[src/rtl/mcontrol_pkg.sv]
// mcontrol_pkg
// Shared definitions for the multi-channel memory-control front end:
// the FSM state type, the bus width codes driven on width_out, and the
// default values for the top-level parameters.
// No ports (package).

package mcontrol_pkg;

  typedef enum logic {
    MC_IDLE   = 1'b0,
    MC_ACTIVE = 1'b1
  } mc_state_e;

  // Bus width codes carried on width_out.
  localparam logic [3:0] W_BYTE   = 4'b0000;
  localparam logic [3:0] W_WORD   = 4'b0001;
  localparam logic [3:0] W_LONG   = 4'b0010;
  localparam logic [3:0] W_PHRASE = 4'b1000;

  localparam int DEF_AW       = 24;
  localparam int DEF_NCH      = 2;
  localparam int DEF_RQ_DEPTH = 2;

endpackage

[src/rtl/mc_tagq.sv]
// mc_tagq
// Small FIFO of channel ids, one entry per read whose address phase has
// completed but whose data has not yet come back.
// Ports:
//   clk, reset      rising-edge clock, synchronous active-high reset
//   push, pushId    enqueue an id
//   pop             dequeue the head entry
//   headId          id at the head of the queue
//   full, empty     occupancy flags
//   count           occupancy, 0..DEPTH

module mc_tagq
  import mcontrol_pkg::*;
#(
  parameter int DEPTH = DEF_RQ_DEPTH,
  parameter int IDW   = 1
) (
  input  logic                   clk,
  input  logic                   reset,
  input  logic                   push,
  input  logic [IDW-1:0]         pushId,
  input  logic                   pop,
  output logic [IDW-1:0]         headId,
  output logic                   full,
  output logic                   empty,
  output logic [$clog2(DEPTH):0] count
);

  localparam int PW = $clog2(DEPTH);

  logic [IDW-1:0] mem_q [DEPTH];
  logic [PW-1:0]  wrPtr_q;
  logic [PW-1:0]  rdPtr_q;
  logic [PW:0]    count_q;
  logic           doPush;
  logic           doPop;

  // A push into a full queue is only honoured when a pop frees the slot
  // in the same cycle.
  assign doPop  = pop & ~empty;
  assign doPush = push & (~full | doPop);

  assign empty  = (count_q == '0);
  assign full   = (count_q == (PW+1)'(DEPTH));
  assign count  = count_q;
  assign headId = mem_q[rdPtr_q];

  always_ff @(posedge clk) begin
    if (reset) begin
      wrPtr_q <= '0;
      rdPtr_q <= '0;
      count_q <= '0;
    end else begin
      if (doPush) wrPtr_q <= wrPtr_q + 1'b1;
      if (doPop)  rdPtr_q <= rdPtr_q + 1'b1;
      count_q <= count_q + {{PW{1'b0}}, doPush} - {{PW{1'b0}}, doPop};
    end
  end

  // Storage needs no reset: entries are only read once the count covers them.
  always_ff @(posedge clk) begin
    if (doPush) mem_q[wrPtr_q] <= pushId;
  end

endmodule

[src/rtl/mcontrol_mch.sv]
// mcontrol_mch
// Multi-channel memory-control front end. Round-robin arbitrates NCH
// requesters onto the shared memory bus, holds the winning cycle in a
// register while it is on the bus, and steers each read-data acknowledge
// back to the channel that issued the read.
// Ports:
//   clk, reset                       clock, synchronous active-high reset
//   req_valid/write/addr/width/justify  per-channel request fields
//   req_ready                        one-hot accept (combinational)
//   bus_grant, ack, dack             bus ownership, address ack, data ack
//   *_out / *_oe                     bus outputs and grant-gated enables
//   active, memidle, memready        cycle status
//   read_ack, dack_err               registered data-return pulses

module mcontrol_mch
  import mcontrol_pkg::*;
#(
  parameter int AW       = DEF_AW,
  parameter int NCH      = DEF_NCH,
  parameter int RQ_DEPTH = DEF_RQ_DEPTH
) (
  input  logic              clk,
  input  logic              reset,
  input  logic [NCH-1:0]    req_valid,
  input  logic [NCH-1:0]    req_write,
  input  logic [NCH*AW-1:0] req_addr,
  input  logic [NCH*4-1:0]  req_width,
  input  logic [NCH-1:0]    req_justify,
  output logic [NCH-1:0]    req_ready,
  input  logic              bus_grant,
  input  logic              ack,
  input  logic              dack,
  output logic [AW-1:0]     blit_addr_out,
  output logic              blit_addr_oe,
  output logic              mreq_out,
  output logic              mreq_oe,
  output logic              read_out,
  output logic              read_oe,
  output logic [3:0]        width_out,
  output logic              width_oe,
  output logic              justify_out,
  output logic              justify_oe,
  output logic              active,
  output logic              memready,
  output logic              memidle,
  output logic [NCH-1:0]    read_ack,
  output logic              dack_err
);

  localparam int CW  = $clog2(NCH);
  localparam int QCW = $clog2(RQ_DEPTH) + 1;

  mc_state_e      state_q, state_d;
  logic [AW-1:0]  addr_q, addr_d;
  logic           read_q, read_d;
  logic [3:0]     width_q, width_d;
  logic           justify_q, justify_d;
  logic [CW-1:0]  ch_q, ch_d;
  logic [CW-1:0]  lastGrant_q, lastGrant_d;
  logic [NCH-1:0] readAck_q, readAck_d;
  logic           dackErr_q, dackErr_d;

  logic           complete;
  logic           arbOpen;
  logic           accept;
  logic [QCW-1:0] rdCredit;
  logic           creditOk;
  logic [NCH-1:0] eligible;
  logic           winValid;
  logic [CW-1:0]  winIdx;
  logic [CW:0]    cand;

  logic           qPush;
  logic           qPop;
  logic [CW-1:0]  qHead;
  logic           qFull;
  logic           qEmpty;
  logic [QCW-1:0] qCount;

  assign complete = (state_q == MC_ACTIVE) & ack & bus_grant;
  assign arbOpen  = (state_q == MC_IDLE) | complete;

  // The read currently on the bus already owns a queue slot, so it counts
  // against the credit before it is pushed.
  assign rdCredit = qCount + {{(QCW-1){1'b0}}, (state_q == MC_ACTIVE) & read_q};
  assign creditOk = (rdCredit < QCW'(RQ_DEPTH));
  assign eligible = req_valid & (req_write | {NCH{creditOk}});

  // Round-robin search from lastGrant+1. Scanning from the farthest
  // candidate down lets the nearest eligible one overwrite the others.
  always_comb begin
    winValid = 1'b0;
    winIdx   = '0;
    cand     = '0;
    for (int k = NCH; k >= 1; k--) begin
      cand = {1'b0, lastGrant_q} + (CW+1)'(k);
      if (cand >= (CW+1)'(NCH)) cand = cand - (CW+1)'(NCH);
      if (eligible[cand[CW-1:0]]) begin
        winValid = 1'b1;
        winIdx   = cand[CW-1:0];
      end
    end
  end

  assign accept    = arbOpen & winValid;
  assign req_ready = accept ? (NCH'(1) << winIdx) : '0;

  // Next-state: a new accept reloads the cycle register (so completion
  // plus accept keeps the bus busy with no bubble); otherwise completion
  // returns to idle. Data-return pulses are decided one cycle early.
  always_comb begin
    state_d     = state_q;
    addr_d      = addr_q;
    read_d      = read_q;
    width_d     = width_q;
    justify_d   = justify_q;
    ch_d        = ch_q;
    lastGrant_d = lastGrant_q;
    readAck_d   = '0;
    dackErr_d   = 1'b0;
    if (accept) begin
      state_d     = MC_ACTIVE;
      addr_d      = req_addr[winIdx*AW +: AW];
      read_d      = ~req_write[winIdx];
      width_d     = req_width[winIdx*4 +: 4];
      justify_d   = req_justify[winIdx];
      ch_d        = winIdx;
      lastGrant_d = winIdx;
    end else if (complete) begin
      state_d = MC_IDLE;
    end
    if (dack) begin
      if (qEmpty) dackErr_d = 1'b1;
      else        readAck_d = NCH'(1) << qHead;
    end
  end

  always_ff @(posedge clk) begin
    if (reset) begin
      state_q     <= MC_IDLE;
      addr_q      <= '0;
      read_q      <= 1'b0;
      width_q     <= '0;
      justify_q   <= 1'b0;
      ch_q        <= '0;
      lastGrant_q <= CW'(NCH - 1);
      readAck_q   <= '0;
      dackErr_q   <= 1'b0;
    end else begin
      state_q     <= state_d;
      addr_q      <= addr_d;
      read_q      <= read_d;
      width_q     <= width_d;
      justify_q   <= justify_d;
      ch_q        <= ch_d;
      lastGrant_q <= lastGrant_d;
      readAck_q   <= readAck_d;
      dackErr_q   <= dackErr_d;
    end
  end

  assign qPush = complete & read_q & (~qFull | qPop);
  assign qPop  = dack & ~qEmpty;

  mc_tagq #(
    .DEPTH (RQ_DEPTH),
    .IDW   (CW)
  ) u_tagq (
    .clk    (clk),
    .reset  (reset),
    .push   (qPush),
    .pushId (ch_q),
    .pop    (qPop),
    .headId (qHead),
    .full   (qFull),
    .empty  (qEmpty),
    .count  (qCount)
  );

  assign active        = (state_q == MC_ACTIVE);
  assign memidle       = ~active;
  assign memready      = complete;
  assign mreq_out      = active;
  assign read_out      = read_q;
  assign width_out     = width_q;
  assign justify_out   = justify_q;
  assign blit_addr_out = addr_q;
  assign read_ack      = readAck_q;
  assign dack_err      = dackErr_q;

  assign blit_addr_oe  = bus_grant;
  assign mreq_oe       = bus_grant;
  assign read_oe       = bus_grant;
  assign width_oe      = bus_grant;
  assign justify_oe    = bus_grant;

endmodule

[config.mk]
export PLATFORM = sky130hd
export DESIGN_NAME = mcontrol_mch
export DESIGN_NICKNAME = d
export VERILOG_FILES = /design/src/rtl/mcontrol_pkg.sv /design/src/rtl/mc_tagq.sv /design/src/rtl/mcontrol_mch.sv
export SDC_FILE = /design/constraint.sdc
export NUM_CORES = 1
export LEC_CHECK = 0
export CAP_MARGIN = 40
export CORE_ASPECT_RATIO = 1.2
export CORE_MARGIN = 2
export CORE_UTILIZATION = 30
export DETAILED_ROUTE_END_ITERATION = 8
export PLACE_DENSITY = 0.65
export SETUP_SLACK_MARGIN = 0.2
export SYNTH_ARGS = -nofsm -noshare
export SYNTH_HDL_FRONTEND = slang
export SYNTH_SLANG_ARGS = --single-unit
[constraint.sdc]
create_clock -name clk -period 2.8 [get_ports clk]
set_input_delay 0.7 -clock clk [delete_from_list [all_inputs] [get_ports clk]]
set_output_delay 0.7 -clock clk [all_outputs]
set_load 0.05 [all_outputs]
==> flow_summary_export.csv <==
group,metric,value,unit
job,drv_cap,0,
sta,setup_viol,0,
clock_tree,clk_latency,0.29,ns
place,port_buffers,110,
sta,fmax,0.389,GHz
logic_synthesis,syn_nets,308,
grt,grt_antenna_before_repair,0,
place,gp_congestion,0.843,
critical_path,crit_fanout,4,
critical_path,cp_slowest_cell,"a32o_2",
grt,grt_remaining_overflow,0,
floorplan,ioPinCount,111,
logic_synthesis,synth_compound_area_share,18.0,%
logic_synthesis,synth_edf_count,2,
pwr,cellPowerDensity,743,mW/mm^2
sta,period_share,91.7,%
cells_and_area,syn_to_final_growth,66.6,%
floorplan,die_w,78.9,microns
clock_tree,path_clk_slew,0.08,ns
logic_synthesis,synth_area_leader_cell,"dfxtp_1",
logic_synthesis,postSynth.asyncResetShare,0,%
grt,grt_max_degree,34,
logic_synthesis,yosys_warnings,0,
logic_synthesis,ys_ff_latch,43,
critical_path,cp.arrival,1.87,ns
clock_tree,cts_buffer_depth,2,
routing,drt-total-wl,5.53,mm
logic_synthesis,synth_flop_cell,"dfxtp_1",
grt,grt_pass1_wl,8.69,mm
clock_tree,ctsHtreeMaxLevel,2,
logic_synthesis,postSynthCellCount,239,
cells_and_area,fin_area,0.00336,sq mm
clock_tree,cts_num_sinks,43,
critical_path,path_cells,"dlygate4sd2_1 > a21bo_2 > and2_4 > a32o_2 > and2_4 > buf_12",
cells_and_area,final_core_util,51.9,%
logic_synthesis,synth-seq-area-share,43.6,%
logic_synthesis,synth_top_family_by_area,"simple AND/OR/NAND/NOR gates",
logic_synthesis,syn_area,0.00202,sq mm
sta,slew_headroom,59.0,%
critical_path,end_kind,"output port",
routing,drcViolationCount,0,
pwr,leakagePower,1.33,nW
clock_tree,cts_root_buffer,"clkbuf_8",
clock_tree,cts_buffers,5,
cells_and_area,fillers,663,
place,placed_cell_area,0.00326,sq mm
sta,tightestPinTransition,0.613,ns
routing,drt_pass1_iterations,4,
cells_and_area,seq_area,893,sq um
logic_synthesis,synth_fa_ha_area_share,1.24,%
routing,drt_iter0_markers,69,
routing,wl_per_cell,12.8,microns
sta,period_minus_slack,2.57,ns
routing,num_vias,1992,
sta,hold_viol,0,
logic_synthesis,synth-simple-area-share,22.9,%
floorplan,placementRows,32,
cells_and_area,nets,414,
critical_path,critPathLaunchType,"input port",
critical_path,required,2.10,ns
logic_synthesis,ys_top_cells_by_area,"dfxtp_1 41%, a311oi_1 13%, nand2_1 11%, nor2_1 6.9%, edfxtp_1 3.0%",
floorplan,core,0.00649,sq mm
clock_tree,ctsHoldBuffers,0,
clock_tree,cts_tree,"yes",
logic_synthesis,synth_xor_area_share,2.17,%
critical_path,slowest_delay,0.25,ns
logic_synthesis,postSynthAreaPerCell,8.44,sq um
logic_synthesis,yosys.area.top_type_share,40.7,%
run_status,status,"complete, no violations",
floorplan,start_util,31.1,%
grt,track_usage,14.8,%
floorplan,die_h,93.9,microns
cells_and_area,layout_commonest_cell,"clkdlybuf4s50_1",
sta,clock_skew,0.00511,ns
logic_synthesis,post_synth_mux_area_share,3.35,%
cells_and_area,multiInputGateArea,981,sq um
cells_and_area,final_cell_mix,"96 x clkdlybuf4s50_1, 59 x nand2_1, 37 x dfxtp_1",
critical_path,critPathKind,"in -> out",
routing,vias_per_cell,4.62,
sta,slew_viol_final,0,
cells_and_area,drive_gt1_share,13.9,%
cells_and_area,diodes,0,
sta,rsz0062_at_grt,"false",
place,dpl.hpwl,4.08,mm
routing,drtAntennaViolNets,0,
critical_path,crit_top_cell,"and2_4",
pwr,peakVddDrop,300,uV
floorplan,dieArea,0.00740,sq mm
grt,grt_pass1_vias,1919,
logic_synthesis,ys_types,35,
worst_hold_path,worst_hold_path_type,"reg -> reg",
[final cells by class]
cell class	instances	area share [%]
clock inverters	3	0.446
inverters	6	0.670
flip-flops and latches	43	26.6
clock buffers	5	2.05
well taps	85	3.16
multi-input cells	165	29.2
repair buffers	124	37.9
[through the flow]
| step | setup TNS, ns | hold WS, ns | setup slack (ns) | cells | power, mW |
|---|---|---|---|---|---|
| finish | 0 | 0.458 | 0.233 | 431 | 2.50 |
| global route | 0 | 0.473 | 0.198 | 431 | 2.65 |
| CTS | 0 | 0.463 | 0.202 | 430 | 2.52 |
| detailed placement | -0.267 | 0.438 | -0.155 | 421 | 2.13 |
| global placement | -0.220 | 0.435 | -0.143 | 421 | 2.11 |
| floorplan | 0 | 0.425 | 0.248 | 239 | 1.68 |
[cell usage after synthesis, types with 2 or more instances]
cell type,count
nand2_1,59
dfxtp_1,41
nor2_1,37
a311oi_1,29
clkbuf_1,9
buf_4,6
inv_1,6
buf_2,5
nor2b_1,5
and2_1,4
buf_6,4
xnor2_1,4
mux2i_1,3
a21oi_1,2
and3_1,2
edfxtp_1,2
ha_1,2
o21ai_0,2
[per-layer routing]
layer	part of all wire, %	GRT usage, %
met1	40	16.0
met4	1.9	4.89
met2	52	27.0
met5	0	0
met3	6.4	5.10
[cell families (layout without fill, tap and decap cells)]
group                    Yosys count  in the layout
XOR/XNOR                           5              5
multiplexers                       5              5
AND/OR/NAND/NOR                  112            112
buffers and inverters             31            138
adder cells (fa/ha/maj)            2              2
flip-flops                        43             43
AO/OA/AOI/OAI                     41             41
[worst max-delay path, delay by kind of cell]
family | cells | cell delay, ns
AOI/OAI and AO/OA | 2 | 0.46
buffers and inverters | 2 | 0.38
and+or+nand+nor | 2 | 0.32
[power by group]
part           switching, mW  leakage, nW  internal, mW
combinational          0.768        0.931         0.510
clock                  0.212       0.0392         0.170
sequential            0.0864        0.360         0.753
[path summary, 6_finish.rpt]
check,from,end,slack [ns],cells after the start
min,ch_q,u_tagq.mem_q[0],0.46,0
min reg2reg,ch_q,u_tagq.mem_q[0],0.46,0
max,bus_grant,req_ready[0],0.23,6
max reg2reg,active,blit_addr_out[11],0.72,8
[sequential cells by signal (all words and copies together), names as in the netlist, named ones only]
name	count
u_tagq.mem_q	2
u_tagq.rdPtr_q	1
lastGrant_q	1
read_out	1
active	1
read_ack	2
u_tagq.wrPtr_q	1
justify_out	1
ch_q	1
u_tagq.count	2
width_out	4
dack_err	1
blit_addr_out	24
[timing repair]
action	in CTS	in global routing
resized for setup	16	6
endpoints found under the hold margin	0	0
endpoints found under the setup margin	2	2
setup buffers	1	1
pin swaps	4	1
Note: power is estimated with default switching activity, not from simulation.
==> RTL change 1: new RTL, same settings <==
Change the package constant `DEF_AW` from 24 to 12.
--- a/src/rtl/mcontrol_pkg.sv
+++ b/src/rtl/mcontrol_pkg.sv
@@ -17,7 +17,7 @@
   localparam logic [3:0] W_LONG   = 4'b0010;
   localparam logic [3:0] W_PHRASE = 4'b1000;
 
-  localparam int DEF_AW       = 24;
+  localparam int DEF_AW       = 12;
   localparam int DEF_NCH      = 2;
   localparam int DEF_RQ_DEPTH = 2;
 
Ports: changed (resized blit_addr_out and req_addr); port bits go from 111 to 75. The function was not compared with the original's and may differ.
==> RTL change 1 against the original RTL <==
- synthesized area is 25% lower
- die area down 24%
- routed wire length shrank 38%
- combinational power shrank 29%
- power shrank 26%
- non-clock buffer count fell by 44
- clock skew fell by 0.0013 ns
- register-to-register slack better by 0.03 ns
- sequential cell count shrank 12
- design area is 26% lower
- worst setup slack better by 0.012 ns
- largest power group unchanged
- highest routed layer unchanged
==> RTL change 1: results (changes against the original RTL) <==
Crit Path Category=in -> out; CP max stage cell=dlygate4sd2_1; Final Skew=0.00382 ns (-0.00129 ns); Hold Crit Depth=0 (unchanged); relative slew slack=60.9% (+1.9 points); Worst-path clk slew=0.07 ns; count of cell types in the netlist=31 (-11%); filler instances=468 (-29%); Total GRT Usage=13.4% (-1.4 points); pin count of the biggest net entering global routing=29 (-15%); IO buf count=74 (-33%); Inserted Clock Buffers=5 (unchanged); worst hold path type=reg -> reg; CTS H-tree lvls=2 (unchanged); first-pass GRT wire length=5680 um (-35%); Hold Crit Start=ch_q$_SDFFE_PP0P_; Post CTS Setup Buffer Count=0 (-1); FF-to-FF setup slack=0.75 ns (+0.03 ns); FF-to-FF Start=u_tagq.count[0]$_SDFF_PP0_; WP data arrival=1.86 ns; sw power=748 uW (-30%); worst reg2reg path depth=7 (-1); Post-DP HPWL=2540 um (-38%); CTS max path bufs=2 (unchanged); routed wire length=3440 um (-38%); Via Count=1309 (-34%); Endpoint, Worst Hold=u_tagq.mem_q[1]$_DFFE_PP_; Area after DPL=2370 sq um (-27%); Pleak=0.000985 uW (-26%); post-synthesis mux area share=13.8% (+10 points); Hold WS=0.476 ns (+0.0183 ns); Worst R2R End=blit_addr_out[6]$_SDFFE_PP0P_; post-synthesis adder-cell area fraction=1.65% (+0.41 points); Post-Synth XOR/XNOR Area=2.88% (+0.71 points); post-synthesis async set-or-reset flop share=0% (unchanged); max reg flops=12 (-50%); CP Launch Point=ack; most frequent cells after synthesis=dfxtp_1, nor2_1, mux2i_1; layout cells sized above 1=18.8% (+4.9 points); sequential share of the synthesized area=42.1% (-1.5 points); drt first-iter violations=55 (-20%); Clock Tree Root=clkbuf_8; largest cells by area after synthesis=dfxtp_1, mux2i_1, a211oi_2; layout net count=268 (-35%); Max rail drop VDD=0.392 mV (+30%); Synth Net Count=197 (-36%); status=finished clean; Final Wtd Congestion=0.871 (+3.4%); DR pass1 iterations=3 (-1); complex-gate fraction of the synthesized area=16.3% (-1.7 points)
## RTL change 1: changes by cell type after synthesis, moves of 2 or more
cell / change
a211oi_1: +9
a211oi_2: +8
a311oi_1: -29
buf_2: -2
buf_4: +2
buf_6: -3
clkbuf_1: -7
dfxtp_1: -12
mux2i_1: +18
nand2_1: -59
nor2_1: -12
## RTL change 1: area by class of cell
cell class / count / area share (%)
Inverter: 7 / 1.06
Timing Repair Buffer: 80 / 34.9
Tap cell: 60 / 3.02
Clock buffer: 5 / 2.77
Multi-Input combinational cell: 98 / 31.6
Clock inverter: 3 / 0.604
Sequential cell: 31 / 26.1
## RTL change 1: kinds of logic after synthesis
family,count (synthesis)
mux,21
simple gates,43
fa+ha+maj,2
compound gates,27
buf+inv,23
xor+xnor,5
flops,31
## RTL change 1: power by group through the flow
stage | Clock (uW) | Sequential (uW) | Combinational (uW)
final | 333 | 597 | 913
after global routing | 369 | 610 | 981
after CTS | 351 | 596 | 917
after detailed placement | 0 | 605 | 907
after global placement | 0 | 602 | 899
after floorplan | 0 | 808 | 410
## RTL change 1: worst register-to-register path, cell delays in order (launching register included)
cell,delay [ns]
dfxtp_1,0.40
and3_4,0.25
xnor2_1,0.13
a221oi_4,0.33
buf_6,0.14
buf_4,0.30
mux2i_1,0.28
a211oi_2,0.09
## RTL change 1: how the worst max path moves through the flow
stage	endpoint	slack (ns)	cells after the start
after floorplan	req_ready[0]	0.21	7
after detailed placement	req_ready[1]	-0.07	6
after CTS	req_ready[1]	0.19	5
after global placement	req_ready[1]	-0.05	6
after global routing	req_ready[1]	0.21	6
final	req_ready[1]	0.24	6
## RTL change 1: stage by stage
step / util (%) / power (uW) / TNS [ns] / cells / setup WS [ns]
3_5_place_dp: 48.4 / 1510 / -0.0957 / 276 / -0.0667
3_3_place_gp: 48.4 / 1500 / -0.0503 / 276 / -0.0452
5_1_grt: 50.7 / 1960 / 0 / 284 / 0.214
2_1_floorplan: - / 1220 / 0 / 152 / 0.207
6_report: 50.7 / 1840 / 0 / 284 / 0.244
4_1_cts: 50.2 / 1860 / 0 / 284 / 0.193
## RTL change 1: timing repair
item                                    4_1_cts  5_1_grt
endpoints found under the setup margin        2        2
pin swaps                                     3        2
hold buffers                                  0        0
hold endpoints to repair                      0        0
gates resized for setup                       9        8
## RTL change 1: metal layers
layer	global-route usage, %	wire length, um	vias to the layer above
met3	4.93	270	2
met1	14.2	1390	594
met5	0	0	-
li1	-	-	667
met4	4.90	16	0
met2	23.8	1760	46
==> RTL change 2: new RTL, same flow settings <==
Made on the original files. Take the reset off `addr_q` and load it in a clocked block of its own.
--- a/src/rtl/mcontrol_mch.sv
+++ b/src/rtl/mcontrol_mch.sv
@@ -138,7 +138,6 @@
   always_ff @(posedge clk) begin
     if (reset) begin
       state_q     <= MC_IDLE;
-      addr_q      <= '0;
       read_q      <= 1'b0;
       width_q     <= '0;
       justify_q   <= 1'b0;
@@ -148,7 +147,6 @@
       dackErr_q   <= 1'b0;
     end else begin
       state_q     <= state_d;
-      addr_q      <= addr_d;
       read_q      <= read_d;
       width_q     <= width_d;
       justify_q   <= justify_d;
@@ -157,6 +155,10 @@
       readAck_q   <= readAck_d;
       dackErr_q   <= dackErr_d;
     end
+  end
+
+  always_ff @(posedge clk) begin
+    addr_q <= addr_d;
   end
 
   assign qPush = complete & read_q & (~qFull | qPop);
Formal check against the unedited RTL: not equivalent (a bounded check fails within 4 cycles, from zero or initial values and one cycle with reset high).
==> RTL change 2 against the original RTL <==
- synthesized area is 3.1% lower
- sequential cell count stayed put
- maximum frequency is 0.30% higher
- hold slack better by 0.0067 ns
- final cell count is 18% lower
- routed wire length is 15% lower
- die area is 3.0% lower
- worst setup slack better by 0.0077 ns
- design area is 2.7% higher
- power is 6.5% higher
- clock skew is 0.0014 ns lower
- largest power group unchanged
- highest routed layer unchanged
==> RTL change 2: results (changes against the original RTL) <==
Total GRT Usage=13.5% (-1.4 points); DR WL met2=2190 um (-24%); clk_lat worst skew=0.28 ns; post-synthesis async set-or-reset flop share=0% (unchanged); pin count of the biggest net entering global routing=37 (+8.8%); maxcap violations=0 (unchanged); FF-to-FF setup slack=0.59 ns (-0.13 ns); WP data arrival=1.86 ns; Inserted Clock Buffers=5 (unchanged); Synth Warn #=0 (unchanged); layout cells sized above 1=25.4% (+12 points); Final Wtd Congestion=0.751 (-11%); CTS max path bufs=2 (unchanged); first-pass GRT wire length=7650 um (-12%); drt first-iter violations=59 (-14%); Worst R2R End=blit_addr_out[17]$_DFFE_PP_; sequential share of the synthesized area=57.3% (+14 points); wl on met1=1980 um (-9.9%); switching share of power=37.1% (-5.5 points); Max rail drop VDD=0.412 mV (+37%); worst hold path type=reg -> reg; CP Capture Point=req_ready[0]; met3 wire length=463 um (+32%); CP Launch Point=req_valid[1]; status=finished clean; Worst-path clk slew=0.08 ns (about the same); worst slack, placed=-0.0850 ns (+0.0699 ns); Worst Max-Slew Pin Slew=0.645 ns (+0.0319 ns); EDFF count, synth=26 (+24); dpl cells=342 (-19%); highest clock rate=391 MHz (+0.30%); most frequent cells after synthesis=edfxtp_1, mux2_2, dfxtp_1; FF-to-FF Start=u_tagq.count[0]$_SDFF_PP0_; Mapped Cells=150 (-37%); count of cell types in the netlist=34 (-2.9%); Post-DP HPWL=3580 um (-12%); CTS H-tree lvls=2 (unchanged); Avg WL per Cell=13.4 um (+4.3%); Final Skew=0.00373 ns (-0.00137 ns); DR pass1 iterations=4 (unchanged); Pleak=0.00132 uW (-0.95%); CP max stage cell=clkdlybuf4s50_1; Largest stage delay, worst path=0.42 ns (+0.17 ns); largest cells by area after synthesis=edfxtp_1, dfxtp_1, mux2_2; # diodes=0 (unchanged); filler instances=568 (-14%); max reg flops=24 (unchanged); final cell count without fillers=353 (-18%); worst-path maximum fanout=3 (-1); Highest Signal Layer=met4; Clock Tree Root=clkbuf_8; worst reg2reg path depth=7 (-1); IO buf count=110 (unchanged); initial antenna violation count=0 (unchanged); Via Count=1571 (-21%); Synth Net Count=219 (-29%)
RTL change 2: cell count changes in the layout (fill, tap and decap cells not counted), moves of 5 or more:
cell      change
mux2_2       +24
edfxtp_1     +24
nor2_1       -25
a311oi_1     -29
nand2_1      -58
dfxtp_1      -22
a211oi_1      +5
RTL change 2: final cells by class:
cell class	count	area share (%)
Sequential cell	43	32.5
Clock inverter	1	0.870
Tap cell	85	3.08
Timing Repair Buffer	124	37.9
Inverter	7	0.761
Multi-Input combinational cell	86	22.6
Clock buffer	7	2.21
RTL change 2: metrics by stage:
stage	instance area (sq um)	hold slack, ns
6_report	3450	0.464
5_1_grt	3450	0.487
4_1_cts	3430	0.471
3_5_place_dp	3270	0.448
3_3_place_gp	3270	0.446
2_1_floorplan	1970	0.417
RTL change 2: power groups by stage:
stage | registers [uW] | clock network [uW] | logic [uW]
after floorplan | 1280 | 0 | 433
after global placement | 924 | 0 | 1230
after detailed placement | 928 | 0 | 1240
after CTS | 914 | 485 | 1280
after global routing | 937 | 506 | 1360
final | 919 | 463 | 1280
RTL change 2: worst max-delay path, delay by kind of cell:
kind                   cells  cell delay (ns)
buffers and inverters      3             0.62
and+or+nand+nor            2             0.31
AOI/OAI and AO/OA          1             0.23
RTL change 2: repair_timing:
action | CTS | global route
pin swaps | 3 | 3
resized for setup | 12 | 10
setup buffers | 3 | 0
setup endpoints to repair | 2 | 2
RTL change 2: cells by family (layout without fill, tap and decap cells):
family	Yosys count	after routing	share of synthesized area, %
AO/OA/AOI/OAI	18	18	7.10
XOR/XNOR	5	5	2.24
adder cells (fa/ha/maj)	2	2	1.28
buffers and inverters	21	139	6.14
flip-flops	43	43	57.3
multiplexers	33	33	18.7
AND/OR/NAND/NOR	28	28	7.23
RTL change 2: worst min-delay path by stage:
| stage | cells past startpoint | startpoint | end |
|---|---|---|---|
| floorplan | 0 | ch_q$_SDFFE_PP0P_ | u_tagq.mem_q[0]$_DFFE_PP_ |
| global placement | 0 | ch_q$_SDFFE_PP0P_ | u_tagq.mem_q[1]$_DFFE_PP_ |
| detailed placement | 0 | ch_q$_SDFFE_PP0P_ | u_tagq.mem_q[0]$_DFFE_PP_ |
| CTS | 0 | ch_q$_SDFFE_PP0P_ | u_tagq.mem_q[0]$_DFFE_PP_ |
| global route | 0 | ch_q$_SDFFE_PP0P_ | u_tagq.mem_q[1]$_DFFE_PP_ |
| finish | 0 | ch_q$_SDFFE_PP0P_ | u_tagq.mem_q[1]$_DFFE_PP_ |
RTL change 2: per-layer routing:
layer / global-route usage [%] / vias up
li1: - / 766
met1: 15.1 / 714
met2: 23.2 / 83
met3: 5.46 / 8
met4: 4.17 / 0
met5: 0 / -
